$ cat src/rtl/input_cond_pkg.sv
// Shared types and default timing constants for the switch input conditioner.
package input_cond_pkg;

  typedef enum logic [2:0] {
    IDLE         = 3'd0,
    PRESS_DB     = 3'd1,
    HOLD         = 3'd2,
    RELEASE_WAIT = 3'd3,
    RELEASE_DB   = 3'd4
  } state_e;

  // Sized for CLOCK_50: 10 ms debounce, 120 ms stretched enter level.
  localparam int unsigned DEBOUNCE_CYCLES_DEF = 500000;
  localparam int unsigned HOLD_CYCLES_DEF     = 6000000;
  localparam int unsigned CNT_W               = 32;

endpackage

$ cat src/rtl/switch_input_conditioner_sync2.sv
// Two-flop synchronizer of parameterised width, async active-high reset to 0.
module sync2 #(
  parameter int unsigned W = 1
) (
  input  logic         clk,
  input  logic         rst,
  input  logic [W-1:0] d_i,
  output logic [W-1:0] q_o
);

  logic [W-1:0] meta_q;
  logic [W-1:0] sync_q;

  always_ff @(posedge clk or posedge rst) begin
    if (rst) begin
      meta_q <= '0;
      sync_q <= '0;
    end else begin
      meta_q <= d_i;
      sync_q <= meta_q;
    end
  end

  assign q_o = sync_q;

endmodule

$ cat src/rtl/switch_input_conditioner.sv
// Synchronizes board switches, debounces Enter, captures data on each accepted
// press and stretches EnterOut so the divided processor clock can sample it.
module switch_input_conditioner
  import input_cond_pkg::*;
#(
  parameter int unsigned DEBOUNCE_CYCLES = DEBOUNCE_CYCLES_DEF,
  parameter int unsigned HOLD_CYCLES     = HOLD_CYCLES_DEF,
  parameter int unsigned DATA_W          = 8
) (
  input  logic              Clock,
  input  logic              Reset,
  input  logic [DATA_W-1:0] DataIn,
  input  logic              EnterIn,
  output logic [DATA_W-1:0] DataOut,
  output logic              EnterOut,
  output logic              Busy,
  output logic [7:0]        PressCount
);

  localparam logic [CNT_W-1:0] DB_LAST   = CNT_W'(DEBOUNCE_CYCLES - 1);
  localparam logic [CNT_W-1:0] HOLD_LAST = CNT_W'(HOLD_CYCLES - 1);

  logic [DATA_W:0]   sync_bus;
  logic              enter_sync;
  logic [DATA_W-1:0] data_sync;

  sync2 #(
    .W(DATA_W + 1)
  ) u_sync (
    .clk (Clock),
    .rst (Reset),
    .d_i ({EnterIn, DataIn}),
    .q_o (sync_bus)
  );

  assign enter_sync = sync_bus[DATA_W];
  assign data_sync  = sync_bus[DATA_W-1:0];

  state_e            state_q, state_d;
  logic [CNT_W-1:0]  cnt_q, cnt_d;
  logic [DATA_W-1:0] data_q, data_d;
  logic              enter_q, enter_d;
  logic [7:0]        count_q, count_d;

  always_ff @(posedge Clock or posedge Reset) begin
    if (Reset) begin
      state_q <= IDLE;
      cnt_q   <= '0;
      data_q  <= '0;
      enter_q <= 1'b0;
      count_q <= '0;
    end else begin
      state_q <= state_d;
      cnt_q   <= cnt_d;
      data_q  <= data_d;
      enter_q <= enter_d;
      count_q <= count_d;
    end
  end

  always_comb begin
    state_d = state_q;
    cnt_d   = cnt_q;
    data_d  = data_q;
    enter_d = enter_q;
    count_d = count_q;
    case (state_q)
      IDLE: begin
        if (enter_sync) state_d = PRESS_DB;
      end
      PRESS_DB: begin
        if (!enter_sync) begin
          state_d = IDLE;
        end else if (cnt_q == DB_LAST) begin
          state_d = HOLD;
          data_d  = data_sync;
          enter_d = 1'b1;
          count_d = count_q + 8'd1;
        end else begin
          cnt_d = cnt_q + 1'b1;
        end
      end
      HOLD: begin
        // Switch level is deliberately ignored until the stretch completes.
        if (cnt_q == HOLD_LAST) begin
          state_d = RELEASE_WAIT;
          enter_d = 1'b0;
        end else begin
          cnt_d = cnt_q + 1'b1;
        end
      end
      RELEASE_WAIT: begin
        if (!enter_sync) state_d = RELEASE_DB;
      end
      RELEASE_DB: begin
        if (enter_sync) begin
          state_d = RELEASE_WAIT;
        end else if (cnt_q == DB_LAST) begin
          state_d = IDLE;
        end else begin
          cnt_d = cnt_q + 1'b1;
        end
      end
      default: begin
        state_d = IDLE;
      end
    endcase
    if (state_d != state_q) cnt_d = '0;
  end

  assign DataOut    = data_q;
  assign EnterOut   = enter_q;
  assign Busy       = (state_q != IDLE);
  assign PressCount = count_q;

endmodule

$ cat config.mk
export PLATFORM = sky130hd
export DESIGN_NAME = switch_input_conditioner
export DESIGN_NICKNAME = d
export VERILOG_FILES = /design/src/rtl/input_cond_pkg.sv /design/src/rtl/switch_input_conditioner_sync2.sv /design/src/rtl/switch_input_conditioner.sv
export SDC_FILE = /design/constraint.sdc
export NUM_CORES = 1
export LEC_CHECK = 0
export CAP_MARGIN = 10
export CELL_PAD_IN_SITES_DETAIL_PLACEMENT = 1
export CELL_PAD_IN_SITES_GLOBAL_PLACEMENT = 2
export CORE_ASPECT_RATIO = 0.9
export CORE_UTILIZATION = 39
export CTS_BUF_LIST = sky130_fd_sc_hd__clkbuf_2 sky130_fd_sc_hd__clkbuf_4 sky130_fd_sc_hd__clkbuf_8
export DETAILED_ROUTE_END_ITERATION = 10
export MAX_ROUTING_LAYER = met4
export PLACE_DENSITY = 0.8
export SLEW_MARGIN = 40
export SYNTH_ARGS = -nofsm -noshare
export SYNTH_HDL_FRONTEND = slang
export SYNTH_SLANG_ARGS = --single-unit
export TNS_END_PERCENT = 30
$ cat constraint.sdc
create_clock -name Clock -period 3.75 [get_ports Clock]
set_input_delay 0.9375 -clock Clock [delete_from_list [all_inputs] [get_ports Clock]]
set_output_delay 0.9375 -clock Clock [all_outputs]
set_load 0.1 [all_outputs]
==> results of run 1 <==
## registers in the layout, summed over array words and instances, names as in the netlist
name	count
u_sync.q_o	9
EnterOut	1
PressCount	8
state_q	3
cnt_q	32
DataOut	8
u_sync.meta_q	9
## final cells by class
cell class	instances	share of cell area, %
inverters	6	0.6057
clock inverters	7	1.716
repair buffers	34	6.460
clock buffers	9	3.331
flip-flops and latches	70	47.11
well taps	99	3.331
multi-input cells	214	37.45
## cells in the mapped netlist (4+ instances only)
| cell | n | area share [%] |
|---|---|---|
| or4_1 | 6 | 1.4 |
| a21oi_1 | 20 | 3.1 |
| mux2i_1 | 4 | 1.2 |
| and3_1 | 8 | 1.6 |
| nand4_1 | 13 | 2.5 |
| nand3_1 | 15 | 2.3 |
| clkbuf_1 | 7 | 0.81 |
| nor2_1 | 21 | 2.4 |
| nor4_1 | 5 | 0.97 |
| nor2b_1 | 5 | 0.97 |
| mux2_2 | 7 | 2.4 |
| nand2_1 | 22 | 2.6 |
| o21ai_0 | 10 | 1.6 |
| nor3_1 | 4 | 0.62 |
| dfrtp_1 | 70 | 54 |
| xnor2_1 | 13 | 3.5 |
| inv_1 | 6 | 0.70 |
| or3_1 | 8 | 1.6 |
| o31ai_1 | 8 | 1.9 |
## power by group through the flow
stage	sequential, mW	clock, mW	combinational, mW
after floorplan	0.785	0	0.0392
final	0.773	0.594	0.0635
after global routing	0.775	0.644	0.0720
after CTS	0.773	0.613	0.0660
after global placement	0.788	0	0.0649
after detailed placement	0.789	0	0.0656
## stage by stage
step	hold WS (ns)	utilization, %	worst slack [ns]	total power, mW	area (sq um)
finish	0.3555	46.31	0.8009	1.431	3719
global route	0.3629	46.31	0.6072	1.491	3719
CTS	0.3581	46.31	0.7869	1.452	3719
detailed placement	0.3364	43.98	0.8199	0.8541	3531
global placement	0.3325	44.97	0.8975	0.8525	3611
floorplan	0.3312	-	1.044	0.8242	3228
## cell families after synthesis
group / after synthesis / share of synthesized area [%]
fa+ha+maj: 2 / 0.7751
simple gates: 127 / 22.37
compound gates: 56 / 11.28
buf+inv: 17 / 2.597
xor+xnor: 16 / 4.341
flops: 70 / 54.26
mux: 13 / 4.380
## routing by layer
metal	GRT usage, %	wire length, microns	vias up
li1	-	-	1183
met1	26.82	3714	1244
met2	30.79	3541	27
met3	4.344	208	9
met4	7.025	116	0
met5	-	0	-
## worst max-delay path, cell delays in order, from the launching register on
cell and delay [ns]:
dfrtp_1 0.44, or4b_1 0.55, or4_4 0.55, o2bb2ai_2 0.25, a21o_1 0.68, or3_1 0.23, mux2i_1 0.17
## how the worst min path moves through the flow
stage	start	endpoint	depth (start not counted)
floorplan	u_sync.meta_q[0]	u_sync.q_o[0]	0
global placement	u_sync.meta_q[0]	u_sync.q_o[0]	0
detailed placement	u_sync.meta_q[0]	u_sync.q_o[0]	0
CTS	u_sync.meta_q[8]	u_sync.q_o[8]	0
global route	u_sync.meta_q[6]	u_sync.q_o[6]	0
finish	u_sync.meta_q[4]	u_sync.q_o[4]	0
==> results.ini, run 1 <==
[grt]
grt_pass1_vias=2472
grt_first_pass_wirelength_mm=12.88
antenna_found_initial=0
grt_max_degree=28
grt_util_all_layers_pct=20.20
overflow=0

[placed_design]
gp_congestion=0.7835
numPortBuffers=28
place_hpwl_mm=5.225
placed_cells=423

[logic_synthesis]
synth_edf_count=0
syn_inst=301
yosysWarnings=0
ys_seq_elements=70
avgSynthCellArea_sq_um=10.72
ys_seq_area_share_pct=54.26
syn-cell-area_sq_um=3228
synth.distinct_cells=49
synthesis.nets=314
async_flop_share_pct=100.0
synthFlopType=dfrtp_1

[critical_path]
cp-endpoint=cnt_q[23]
r2r_cells=6
end_kind=flip-flop
cp_max_fo=27
startpoint=cnt_q[19]
r2r_start=cnt_q[19]
arrival_ns=3.24
startpoint_type=flip-flop
worstPathRequired_ns=4.04
reg2reg_slack_ns=0.80
r2r_end=cnt_q[23]
critPathKind=flip-flop to flip-flop

[drt]
drt-pass1-iter-count=7
wl_per_cell_microns=17.27
routed_via_density=5.610
vias=2463
wl_mm=7.581
drt_iter0_drc=98
drcViolationCount=2
ant_nets=0

[power_and_ir_drop]
switching_share_pct=27.33
power_density_nw_per_um2=384.9
internal_power_mw=1.040
seqPwrFrac_pct=54.0
leakage_nw=1.602
combinationalPowerShare_pct=4.4
p_sw_mw=0.3912
peakVddDrop_mv=0.2976
clkPwrFrac_pct=41.5

[timing]
slew_viol_final=0
rsz0062_at_grt=no
slew_headroom_pct=48.12
fmax_mhz=339.1
fin_worst_skew_ns=0.007751
fin_crit_sh_pct=78.64
setup_tns_ns=0
worst_pin_slew_ns=0.7782
setup_viol=0
hold_viol=0
layout_min_cycle_time_ns=2.949

[cells_and_area]
fin_nets=348
n_fill_cell=898
final_cell_mix=dfrtp_1 (70), nand2_1 (22), nor2_1 (21), a21oi_1 (20), buf_2 (16)
final_common_cell=dfrtp_1
multi_input_area_sq_um=1393
n_antenna_cell=0
seqCellArea_sq_um=1752
syn_to_final_growth_pct=15.19
layout.cells.non_filler=439
drive_gt1_share_pct=16.76

[clocking]
clockRootBuffer=clkbuf_8
cts_buffers=9
clk_pin_slew_worst_paths_ns=0.09
cts_max_path_buffers=2
post_cts_buffers=0
h-tree-depth=3
clock-sinks=70
clock_latency_ns=0.36
cts_tree=yes
post_cts_resized=0
cts_hold_buf=0

[floorplan]
rows=31
top_level_ports=29
fp.dieH_microns=88.31
dieArea_sq_um=8646
core_sq_um=8029
die_x_microns=97.90
start_util_pct=40.21

[outcome]
violations=design-rule violations
status=finished, violations left

[worst_hold_path]
hold_path_class=flip-flop to flip-flop

[run]
maxCapViolCount=0

(Power assumes the default switching activity.)
==> run 2, diff against run 1 <==
--- a/config.mk
+++ b/config.mk
@@ -9,11 +9,11 @@
 export CELL_PAD_IN_SITES_DETAIL_PLACEMENT = 1
 export CELL_PAD_IN_SITES_GLOBAL_PLACEMENT = 2
 export CORE_ASPECT_RATIO = 0.9
-export CORE_UTILIZATION = 39
+export CORE_UTILIZATION = 35
 export CTS_BUF_LIST = sky130_fd_sc_hd__clkbuf_2 sky130_fd_sc_hd__clkbuf_4 sky130_fd_sc_hd__clkbuf_8
 export DETAILED_ROUTE_END_ITERATION = 10
 export MAX_ROUTING_LAYER = met4
-export PLACE_DENSITY = 0.8
+export PLACE_DENSITY = 0.76
 export SLEW_MARGIN = 40
 export SYNTH_ARGS = -nofsm -noshare
 export SYNTH_HDL_FRONTEND = slang
==> constraint.sdc (replaced) <==
create_clock -name Clock -period 2.5 [get_ports Clock]
set_input_delay 0.625 -clock Clock [delete_from_list [all_inputs] [get_ports Clock]]
set_output_delay 0.625 -clock Clock [all_outputs]
set_load 0.1 [all_outputs]
==> results.ini, run 2 (synthesis results as in run 1) <==
[cells_and_area]
postLayoutCellArea_sq_um=4126
syn_to_final_growth_pct=27.83
drive_gt1_share_pct=25.27
largest_register_ffs=32
layout.cells.non_filler=491
fin_nets=380
final_cell_mix=dfrtp_1 (69), buf_4 (50), nand2_1 (22), nor2_1 (21), a21oi_1 (18)
fin_util_pct=47.06
regMostFlops=cnt_q
n_antenna_cell=0
final_common_cell=dfrtp_1
n_fill_cell=981

[critical_path]
startpoint_type=flip-flop
path_delay_family=simple AND/OR/NAND/NOR gates
worstPathRequired_ns=2.74
cp.buffers_inverters=1
crit_chain=or4b_1 -> or4_4 -> or3b_4 -> nor2_8 -> buf_12 -> mux2_2
slowest_stage=or4b_1
startpoint=cnt_q[19]
cp_max_fo=7
critPathKind=flip-flop to flip-flop
r2r_start=cnt_q[19]
cpPeakStageDelay_ns=0.51
arrival_ns=2.71
end_kind=flip-flop

[timing]
setup_viol=0
rsz0062_at_grt=yes
setup_tns_ns=0
fin_crit_sh_pct=98.82
hold_viol=0
slew_viol_final=0
layout_min_cycle_time_ns=2.471
fin_worst_skew_ns=0.01310
fmax_mhz=404.8
slew_headroom_pct=60.54
worst_pin_slew_ns=0.5857

[clocking]
h-tree-depth=3
cts_buffers=9
clk_pin_slew_worst_paths_ns=0.09
clock-sinks=70
clock_latency_ns=0.35
clockRootBuffer=clkbuf_8
cts_tree=yes
cts_max_path_buffers=2

[placed_design]
numPortBuffers=28
placed_cells=471
dpl_cell_area_sq_um=3844
place_hpwl_mm=5.768
gp_congestion=0.8167

[grt]
grt_first_pass_wirelength_mm=14.12
overflow=0
grt_util_all_layers_pct=20.17
antenna_found_initial=0
grt_pass1_vias=2748
grt_max_degree=71

[drt]
drt-pass1-iter-count=4
drcViolationCount=0
ant_nets=0
wl_per_cell_microns=17.45
vias=2593
drt_iter0_drc=68
wl_mm=8.570
routed_via_density=5.281

[power_and_ir_drop]
power_density_nw_per_um2=522.0
leakage_nw=1.797
peakVddDrop_mv=0.2278

[floorplan]
rows=32
core_sq_um=8768
die_x_microns=103.2
top_level_ports=29
dieArea_sq_um=9612
start_util_pct=36.82
fp.dieH_microns=93.11

[worst_hold_path]
min_from=u_sync.meta_q[8]
hold_path_class=flip-flop to flip-flop

[outcome]
status=completed

[run]
maxCapViolCount=0

[run 2: cell types whose count changed in the layout (fill, tap and decap cells not counted), sizes merged]
cell	before	now
buf	24	56
clkinv	0	2
clkinvlp	2	1
inv	11	10
[run 2: per-layer routing]
layer,track usage (%),vias to the layer above,wire [microns]
li1,-,1244,-
met1,27.29,1312,4108
met2,30.56,31,4077
met3,5.082,6,324
met4,4.577,0,59
met5,-,-,0
[run 2: path summary, 6_finish.rpt]
kind	slack (ns)	cells after the start	endpoint
min reg2reg	0.36	0	u_sync.q_o[8]
min	0.36	0	u_sync.q_o[8]
max reg2reg	0.03	6	DataOut[5]
max	0.03	6	DataOut[5]
min in group asynchronous	0.68	3	u_sync.meta_q[0]
max in group asynchronous	1.51	3	state_q[1]
[run 2: repair_timing]
item | 4_1_cts | 5_1_grt
gates cloned | 0 | 0
hold buffers | 0 | 0
pin swaps | 1 | 3
setup buffers | 3 | 1
gates resized for setup | 0 | 13
endpoints found under the setup margin | 4 | 17
[run 2: worst register-to-register path, delay by kind of cell, from the launching register on]
kind	cells	cell delay, ns
DFF	1	0.38
buffers and inverters	1	0.14
muxes	1	0.33
and+or+nand+nor	4	1.51
[run 2: final cells by class]
cell class,instances,area (sq um),area share [%]
sequential,70,1753,42.48
multi-input combinational,214,1438,34.84
timing repair buffer,66,578.1,14.01
tap,119,148.9,3.608
clock buffer,9,123.9,3.002
clock inverter,7,62.56,1.516
inverter,6,22.52,0.5458
[run 2: metrics by stage]
stage / setup WS [ns] / hold WS, ns / power [mW]
after floorplan: -0.001058 / 0.3312 / 1.236
after global placement: 0.03742 / 0.3327 / 1.300
after detailed placement: -0.007448 / 0.3378 / 1.303
after CTS: 0.01728 / 0.3570 / 2.193
after global routing: -0.04162 / 0.3618 / 2.246
final: 0.02943 / 0.3557 / 2.154
[run 2: power breakdown]
part	total, mW	internal [mW]	switching (mW)
sequential	1.16	1.15	0.00683
combinational	0.123	0.0457	0.0778
clock	0.875	0.381	0.494
total	2.15	1.58	0.579
